<file path="src/rtl/ixc_gfifo_pkg.sv">
// ixc_gfifo_pkg: shared types, header field positions and word builders for the global-FIFO collector
// Contents: MAGIC_DEF, header field LSB/MSB constants, ixc_gfifo_rec_t, ixc_gfifo_state_t,
//           hdr_word() and data_word() helpers.
package ixc_gfifo_pkg;
    localparam logic [7:0] MAGIC_DEF     = 8'hA5;
    localparam int         HDR_MAGIC_MSB = 63;
    localparam int         HDR_MAGIC_LSB = 56;
    localparam int         HDR_CLAMP_BIT = 32;
    localparam int         HDR_LEN_MSB   = 31;
    localparam int         HDR_LEN_LSB   = 20;
    localparam int         HDR_CBID_MSB  = 19;
    localparam int         HDR_CBID_LSB  = 0;
    localparam logic [11:0] MAX_BYTES    = 12'd64;

    typedef struct packed {
        logic [19:0]  cbid;
        logic [11:0]  len;
        logic         clamp;
        logic [511:0] data;
    } ixc_gfifo_rec_t;

    typedef enum logic [1:0] {IDLE, HDR, DATA} ixc_gfifo_state_t;

    function automatic logic [63:0] hdr_word(input logic [7:0] magic, input ixc_gfifo_rec_t r);
        logic [63:0] w;
        w = '0;
        w[HDR_MAGIC_MSB:HDR_MAGIC_LSB] = magic;
        w[HDR_CLAMP_BIT]               = r.clamp;
        w[HDR_LEN_MSB:HDR_LEN_LSB]     = r.len;
        w[HDR_CBID_MSB:HDR_CBID_LSB]   = r.cbid;
        return w;
    endfunction

    // Bytes at or beyond len are zeroed; only the final word of a record can contain such bytes.
    function automatic logic [63:0] data_word(input ixc_gfifo_rec_t r, input logic [2:0] idx);
        logic [63:0] w;
        w = r.data[64*idx +: 64];
        for (int k = 0; k < 8; k++)
            if ({6'd0, idx, 3'(k)} >= r.len) w[8*k +: 8] = 8'h00;
        return w;
    endfunction

    // Number of data words: ceil(len/8), len already clamped to 64.
    function automatic logic [3:0] nwords(input logic [11:0] len);
        logic [11:0] t;
        t = len + 12'd7;
        return t[6:3];
    endfunction
endpackage

</file>
<file path="src/rtl/ixc_gfifo_collect_if.sv">
// ixc_gfifo_collect_if: global-FIFO record bus plus the 64-bit upload stream
// master: record producer / stream consumer side; slave: the collector.
// Signals: GFtsReq, GFcbid[19:0], GFlen[11:0], GFidata[511:0], GFfull, ovalid, oready, odata[63:0], olast.
interface ixc_gfifo_collect_if;
    logic         GFtsReq;
    logic [19:0]  GFcbid;
    logic [11:0]  GFlen;
    logic [511:0] GFidata;
    logic         GFfull;
    logic         ovalid;
    logic         oready;
    logic [63:0]  odata;
    logic         olast;

    modport master (output GFtsReq, GFcbid, GFlen, GFidata, oready,
                    input  GFfull, ovalid, odata, olast);
    modport slave  (input  GFtsReq, GFcbid, GFlen, GFidata, oready,
                    output GFfull, ovalid, odata, olast);
endinterface

</file>
<file path="src/rtl/ixc_gfifo_rbuf.sv">
// ixc_gfifo_rbuf: synchronous DEPTH-entry record FIFO with registered count
// Ports: fclk, rstn (sync active-low), push/din, pop, head (oldest entry), head2 (entry after head),
//        count (registered occupancy), full (count==DEPTH).
module ixc_gfifo_rbuf
    import ixc_gfifo_pkg::*;
#(
    parameter  int DEPTH = 4,
    localparam int AW    = $clog2(DEPTH)
) (
    input  logic           fclk,
    input  logic           rstn,
    input  logic           push,
    input  ixc_gfifo_rec_t din,
    input  logic           pop,
    output ixc_gfifo_rec_t head,
    output ixc_gfifo_rec_t head2,
    output logic [AW:0]    count,
    output logic           full
);
    ixc_gfifo_rec_t mem [DEPTH];
    logic [AW-1:0]  wptr, rptr;
    logic           wr, rd;

    assign full  = count == (AW+1)'(DEPTH);
    assign wr    = push & ~full;
    assign rd    = pop & (count != '0);
    assign head  = mem[rptr];
    // Lets the output stage load the next header on the same edge that pops the current record.
    assign head2 = mem[rptr + AW'(1)];

    always_ff @(posedge fclk)
        if (wr) mem[wptr] <= din;

    always_ff @(posedge fclk) begin
        if (!rstn) begin
            wptr  <= '0;
            rptr  <= '0;
            count <= '0;
        end else begin
            if (wr) wptr <= wptr + AW'(1);
            if (rd) rptr <= rptr + AW'(1);
            count <= count + {{AW{1'b0}}, wr} - {{AW{1'b0}}, rd};
        end
    end
endmodule

</file>
<file path="src/rtl/ixc_gfifo_collect.sv">
// ixc_gfifo_collect: buffers global-FIFO records and serialises each into header + ceil(len/8) 64-bit words
// Ports: fclk, rstn (sync active-low), bus (slave: GF record input, GFfull backpressure,
//        ovalid/oready/odata/olast stream), ovf (sticky drop flag), drop_cnt (saturating drop count).
module ixc_gfifo_collect
    import ixc_gfifo_pkg::*;
#(
    parameter int         DEPTH = 4,
    parameter logic [7:0] MAGIC = MAGIC_DEF
) (
    input  logic                  fclk,
    input  logic                  rstn,
    ixc_gfifo_collect_if.slave    bus,
    output logic                  ovf,
    output logic [15:0]           drop_cnt
);
    localparam int AW = $clog2(DEPTH);

    ixc_gfifo_rec_t   wrec, head, head2;
    ixc_gfifo_state_t state;
    logic [AW:0]      count;
    logic             full, fire, pop;
    logic [2:0]       widx;
    logic [3:0]       nw;
    logic             ovalid, olast;
    logic [63:0]      odata;

    assign wrec.cbid  = bus.GFcbid;
    assign wrec.clamp = bus.GFlen > MAX_BYTES;
    assign wrec.len   = wrec.clamp ? MAX_BYTES : bus.GFlen;
    assign wrec.data  = bus.GFidata;

    assign fire = ovalid & bus.oready;
    // olast marks the final word of the record on display, so its handshake retires the entry.
    assign pop  = fire & olast;

    // One slot of headroom covers the port's registered view of GFfull.
    assign bus.GFfull = count >= (AW+1)'(DEPTH - 1);
    assign bus.ovalid = ovalid;
    assign bus.odata  = odata;
    assign bus.olast  = olast;

    ixc_gfifo_rbuf #(.DEPTH(DEPTH)) u_rbuf (
        .fclk  (fclk),
        .rstn  (rstn),
        .push  (bus.GFtsReq),
        .din   (wrec),
        .pop   (pop),
        .head  (head),
        .head2 (head2),
        .count (count),
        .full  (full)
    );

    always_ff @(posedge fclk) begin
        if (!rstn) begin
            state    <= IDLE;
            widx     <= '0;
            nw       <= '0;
            ovalid   <= 1'b0;
            odata    <= '0;
            olast    <= 1'b0;
            ovf      <= 1'b0;
            drop_cnt <= '0;
        end else begin
            if (bus.GFtsReq && full) begin
                ovf <= 1'b1;
                if (drop_cnt != 16'hFFFF) drop_cnt <= drop_cnt + 16'd1;
            end
            case (state)
                IDLE: if (count != '0) begin
                    state  <= HDR;
                    ovalid <= 1'b1;
                    odata  <= hdr_word(MAGIC, head);
                    olast  <= head.len == 12'd0;
                end
                HDR, DATA: if (fire) begin
                    if (olast) begin
                        // Next record follows without a bubble when one is already buffered.
                        if (count > (AW+1)'(1)) begin
                            state <= HDR;
                            odata <= hdr_word(MAGIC, head2);
                            olast <= head2.len == 12'd0;
                        end else begin
                            state  <= IDLE;
                            ovalid <= 1'b0;
                            odata  <= '0;
                            olast  <= 1'b0;
                        end
                    end else if (state == HDR) begin
                        state <= DATA;
                        widx  <= '0;
                        nw    <= nwords(head.len);
                        odata <= data_word(head, 3'd0);
                        olast <= nwords(head.len) == 4'd1;
                    end else begin
                        widx  <= widx + 3'd1;
                        odata <= data_word(head, widx + 3'd1);
                        olast <= {1'b0, widx} + 4'd2 == nw;
                    end
                end
                default: state <= IDLE;
            endcase
        end
    end
endmodule

</file>
<file path="src/flat_wrapper.sv">
// flat-port wrapper written by rule: the top's interface ports become plain ports
module ixc_gfifo_collect_flat import ixc_gfifo_pkg::*;
#(
    parameter int         DEPTH = 4,
    parameter logic [7:0] MAGIC = MAGIC_DEF
)
  (fclk, rstn, ovf, drop_cnt, bus_GFtsReq, bus_GFcbid, bus_GFlen, bus_GFidata, bus_oready, bus_GFfull, bus_ovalid, bus_odata, bus_olast);
  ixc_gfifo_collect_if bus_i ();
  input  logic fclk;
  input  logic rstn;
  output logic ovf;
  output logic [15:0] drop_cnt;
  input wire logic [$bits(bus_i.GFtsReq)-1:0] bus_GFtsReq;
  input wire logic [$bits(bus_i.GFcbid)-1:0] bus_GFcbid;
  input wire logic [$bits(bus_i.GFlen)-1:0] bus_GFlen;
  input wire logic [$bits(bus_i.GFidata)-1:0] bus_GFidata;
  input wire logic [$bits(bus_i.oready)-1:0] bus_oready;
  output wire logic [$bits(bus_i.GFfull)-1:0] bus_GFfull;
  output wire logic [$bits(bus_i.ovalid)-1:0] bus_ovalid;
  output wire logic [$bits(bus_i.odata)-1:0] bus_odata;
  output wire logic [$bits(bus_i.olast)-1:0] bus_olast;
  assign bus_i.GFtsReq = bus_GFtsReq;
  assign bus_i.GFcbid = bus_GFcbid;
  assign bus_i.GFlen = bus_GFlen;
  assign bus_i.GFidata = bus_GFidata;
  assign bus_i.oready = bus_oready;
  assign bus_GFfull = bus_i.GFfull;
  assign bus_ovalid = bus_i.ovalid;
  assign bus_odata = bus_i.odata;
  assign bus_olast = bus_i.olast;
  ixc_gfifo_collect #(.DEPTH(DEPTH), .MAGIC(MAGIC)) u_core (.fclk(fclk), .rstn(rstn), .bus(bus_i), .ovf(ovf), .drop_cnt(drop_cnt));
endmodule
</file>
<file path="config.mk">
export PLATFORM = sky130hd
export DESIGN_NAME = ixc_gfifo_collect_flat
export DESIGN_NICKNAME = d
export VERILOG_FILES = /design/src/rtl/ixc_gfifo_pkg.sv /design/src/rtl/ixc_gfifo_collect_if.sv /design/src/rtl/ixc_gfifo_rbuf.sv /design/src/rtl/ixc_gfifo_collect.sv /design/src/flat_wrapper.sv
export SDC_FILE = /design/constraint.sdc
export NUM_CORES = 2
export LEC_CHECK = 0
export CORE_MARGIN = 2
export CORE_UTILIZATION = 38
export DETAILED_ROUTE_END_ITERATION = 8
export HOLD_SLACK_MARGIN = 0.02
export PLACE_DENSITY = 0.62
export RECOVER_POWER = 25
export SYNTH_ARGS = -nofsm -noshare
export SYNTH_HDL_FRONTEND = slang
export SYNTH_HIERARCHICAL = 1
export SYNTH_SLANG_ARGS = --single-unit
</file>
<file path="constraint.sdc">
create_clock -name fclk -period 21.5 [get_ports fclk]
set_clock_uncertainty 0.2 [all_clocks]
set_input_delay 4.3 -clock fclk [delete_from_list [all_inputs] [get_ports fclk]]
set_output_delay 4.3 -clock fclk [all_outputs]
set_load 0.05 [all_outputs]
</file>
### Word level (Yosys, flattened, before mapping)

Memories as Yosys holds them, arrays and structs flattened. A register that Yosys moved wholly into a read port is not among the register bits.
Index checks and enable logic that the tools add are counted.
W data, S select, Z words.

| cells by class | value |
|---|---|
| equal/unequal tests | 11 |
| add/sub/neg operators | 8 |
| bitwise gates (word level) | 6 |
| divide/modulo/power cells | 0 |
| multiply operators | 0 |
| shifts and indexed selects | 1 |
| reduce and logical (&&, ||, !) cells | 13 |
| multiplexer cells | 45 |
| $lt $le $gt $ge | 19 |

Operators with widths:

| cell | count |
|---|---|
| $shiftx A512 B10 Y64 | 1 |
| $mux W64 | 5 |
| $mux W8 | 16 |
| $pmux W64 S2 | 1 |
| $ge A6 B12 Y1 | 8 |
| $ge A3 B12 Y1 const A | 4 |
| $ge A1 B12 Y1 const A | 2 |
| $ge A2 B12 Y1 const A | 2 |
| $logic_not A12 Y1 | 2 |
| $add A16 B1 Y16 const B | 1 |
| $ne A16 B16 Y1 const B | 1 |
| $gt A12 B7 Y1 const B | 1 |
| $mux W1 | 12 |
| $mux W12 | 1 |
| $mux W2 | 6 |
| $reduce_and A3 Y1 | 3 |
| $add A7 B3 Y7 const B | 1 |
| $ne A2 B1 Y1 const B | 3 |
| $reduce_and A5 Y1 | 1 |
| $add A2 B1 Y2 const B | 2 |
| $add A3 B2 Y4 const B | 1 |
| $and A1 B1 Y1 | 4 |
| $eq A4 B1 Y1 const B | 1 |
| $eq A4 B4 Y1 | 1 |
| other kinds (21) | 23 |

| storage, ports and cells | value |
|---|---|
| memories | 1 |
| memory bits (read-only) | 0 |
| word-level logic and storage cells | 115 |
| output and inout port bits | 84 |
| bits in registers | 99 |
| input port bits | 548 |
| memory bits (writable) | 2,180 |
| bits in latches | 0 |

Memories:

| memory | depth | bits a word | read ports | clocked after memory_dff | wr ports | RTL line | source |
|---|---|---|---|---|---|---|---|
| u_core.u_rbuf.mem | 4 | 545 | 2 | 1 | 1 | ixc_gfifo_rbuf.sv:20 | `ixc_gfifo_rec_t mem [DEPTH];` |

### Depth between registers and ports, before layout

| logic depth | value |
|---|---|
| word-level depth | 7 |
| depth in mapped cells | 13 |

### By module

The synthesis kept the hierarchy.

By module, submodules not included:

| module | instances | area each (um^2) | cells an instance |
|---|---|---|---|
| ixc_gfifo_rbuf | 1 | 91,853.1 | 3,562 |
| ixc_gfifo_collect | 1 | 9,246.4 | 991 |

### Worst setup path after synthesis

Ideal clock, no wire load.

| path | value |
|---|---|
| path kind | input to register |
| start | input bus_GFtsReq |
| end | memory u_core/u_rbuf/mem[0][0] (netlist name), enable pin |
| data required time | 20.319 ns |
| path buffers | 1 |
| cell stages on the path | 3 |
| arrival time | 16.979 ns |
| setup time | 0.981 ns |
| setup slack | 3.340 ns |
| cell sequence | nor2b_1 -> clkbuf_1 -> and2_1 |

| on the way | value |
|---|---|
| word-level cells in the longest chain between the ends | 3 |

Ends and longest elaborated chain:

| item | RTL line | source |
|---|---|---|
| start, declared | flat_wrapper.sv:13 | `input wire logic [$bits(bus_i.GFtsReq)-1:0] bus_GFtsReq;` |
| $and A1 B1 Y1 | ixc_gfifo_rbuf.sv:25 | `assign wr = push & ~full;` |
| $mux W1 | ixc_gfifo_rbuf.sv:32 | `if (wr) mem[wptr] <= din;` |
| $mux W1 (not written as such) | ixc_gfifo_rbuf.sv:32 |  |
| end, declared | ixc_gfifo_rbuf.sv:20 |  |

No other way between the ends.

### Worst setup path after layout

| path | value |
|---|---|
| start | input bus_GFtsReq |
| end | memory u_core/u_rbuf/mem[3][163] (netlist name), enable pin |

The elaborated chain is that of the path after synthesis.

==> impl_metrics.toml <==
[worst_setup_path]
cp-start-kind = "input port"
critical_path.cell_chain = "clkdlybuf4s50_1 -> nor2b_1 -> and2_4 -> buf_12 -> buf_4 -> buf_4 -> buf_4"
arrival_ns = 9.76
required_ns = 21.79
crit_cells = 7
crit_slowest_cell = "and2_4"
critical_path_peak_fanout = 141
cpLargestDelayFamily = "buffers and inverters"
crit_top_cell = "buf_4"
reg2regPathDepth = 7
endpoint_kind = "flip-flop"
critPathBufInv = 5
crit_path_max_incr_delay_ns = 0.94
worstSetupPathType = "in2reg"

[yosys]
synth_cells = 3933
synth.avg_cell_area_um2 = 22.6
yosysWarnings = 6
netlist_area_um2 = 88900

[clocking]
h-tree-depth = 4
clk_latency_ns = 0.92
hold_buffers = 0
cts_buffer_depth = 3
path_clk_slew_ns = 0.06
post_cts_buffers = 0
cts.repair.resized = 0
clock_sinks = 2281
tritoncts = "done"
clockRootBuffer = "clkbuf_16"
cts_buffers = 228

[timing]
grt_setup_unrepaired = "false"
relSlewSlack_pct = 16.8
drv_slew = 0
fin_crit_ns = 9.48
hold_viol = 0
post-route-period-util_pct = 44.1
fmax_ghz = 0.106
tns_ns = 0
tightest_slew_ns = 1.25
setup_viol = 0
timing.hold.ws_ns = 0.247

[drt]
vias_per_cell = 5.45
vias = 43768
drt_iter0_drc = 4024
wire_per_inst_um = 28.0
drtPass1Iterations = 8
postRouteAntennaNets = 0
drc_errors = 0
wirelength_mm = 225

[cells_and_area]
seqCellArea_um2 = 67500
syn_to_final_growth_pct = 19.9
fill_cells = 19354
drive_above_1_share_pct = 23.6
final_area_um2 = 107000
finalNetCount = 5221
multiInputGateArea_um2 = 20300

[floorplanning]
ios = 632
start_util_pct = 38.2
fp.dieW_um = 488
dieArea_um2 = 238000
fp-row-count = 177
core-area_um2 = 233000
fp.dieH_um = 488

[power]
power.share.combinational_pct = 15.2
p_leak_nw = 32.6
ir_worst_vdd_mv = 0.0823
p_int_mw = 8.37
p_sw_share_pct = 25.6
seqPwrFrac_pct = 49.3
clkPwrFrac_pct = 35.5
power_mw = 11.2
p_switching_mw = 2.88
powerDensity_nw_per_um2 = 106

[place]
gp_congestion = 0.756
dpl.hpwl_mm = 140
place_area_um2 = 98800
port_buffers = 631

[grt]
grt_pass1_vias = 44411
gr-usage-all-layers_pct = 18.7
grt_pass1_wl_mm = 322
grt_start_max_net_pins = 147
antenna_found_initial = 187
grt_overflow = 0

[job]
drv_cap = 0

[run_status]
status = "finished, final reports clean"

[hold_path]
worstHoldPathCells = 2
hold_class = "reg2reg"
-- routing by layer --
metal	routed length [um]	part of all wire, %	vias up	GRT usage (%)
met5	710	0.32	-	0
met2	107000	48	1547	29.7
met4	5780	2.6	108	4.81
met3	17900	8.0	497	5.38
met1	92900	41	23282	25.4
li1	-	-	18334	-
-- registers in the layout (all words and copies together) (netlist names), named ones only --
name                 cells
u_core/ovf               1
u_core/bus.ovalid        1
u_core/bus.olast         1
u_core/nw                4
u_core/u_rbuf/wptr       2
u_core/state             2
u_core/bus.odata        64
u_core/drop_cnt         16
u_core/u_rbuf/count      3
u_core/u_rbuf/mem     2180
u_core/u_rbuf/rptr       2
u_core/widx              3
-- placed cells by master, fill, tap and decap left out, types with 12 or more instances in the layout --
cell type,count
a21o_1,17
a21oi_1,66
a221oi_1,25
a311oi_1,15
a31oi_1,14
and2_1,16
buf_4,60
bufinv_16,23
clkbuf_1,58
clkbuf_16,228
clkbuf_8,16
clkdlybuf4s50_1,321
clkinv_1,34
clkinv_2,34
conb_1,20
dfxtp_1,96
diode_2,48
dlygate4sd3_1,309
edfxtp_1,2180
ha_1,14
inv_1,21
mux2i_1,31
mux4_2,702
nand2_1,166
nand3_1,12
nor2_1,41
nor3_1,27
o21ai_0,37
o21ai_1,21
-- power by group through the flow --
stage / sequential [mW] / combinational (mW) / clock [mW]
2_1_floorplan: 6.01 / 0.945 / 0
3_3_place_gp: 5.62 / 1.73 / 0
3_5_place_dp: 5.64 / 1.74 / 0
4_1_cts: 5.55 / 1.75 / 4.09
5_1_grt: 5.59 / 1.82 / 4.26
6_report: 5.55 / 1.71 / 3.99
-- path summary, 6_finish.rpt --
check	endpoint	slack (ns)	start
worst max register to register	u_core/u_rbuf/mem[3][163]$_DFFE_PP_	15.21	u_core/u_rbuf/count[0]$_SDFF_PN0_
worst max-delay path	u_core/u_rbuf/mem[3][163]$_DFFE_PP_	12.02	bus_GFtsReq
worst min register to register	u_core/bus.odata[36]$_SDFFE_PN0P_	0.25	u_core/bus.odata[36]$_SDFFE_PN0P_
worst min-delay path	u_core/bus.odata[36]$_SDFFE_PN0P_	0.25	u_core/bus.odata[36]$_SDFFE_PN0P_
-- tightest hold or removal path: stages, from the launching register on --
cell and delay [ns]:
dfxtp_1 0.31, nand2_1 0.05, o21ai_1 0.05
-- per-stage QoR --
stage | instances | utilization [%] | setup WS [ns]
final | 8031 | 45.8 | 12.02
after global routing | 7998 | 45.8 | 11.76
after CTS | 7983 | 45.8 | 12.06
after detailed placement | 7557 | 42.5 | 11.10
after global placement | 7555 | 42.5 | 11.06
after floorplan | 3952 | - | 3.34
-- final cells by class --
type / count / share of cell area, %
inverter: 26 / 0.0962
clock inverter: 124 / 1.41
antenna: 48 / 0.113
clock buffer: 302 / 5.76
timing repair buffer: 704 / 6.56
multi-input combinational: 1414 / 19.1
tap: 3132 / 3.68
sequential: 2281 / 63.3
No activity file was read; power rests on OpenSTA's default activity.
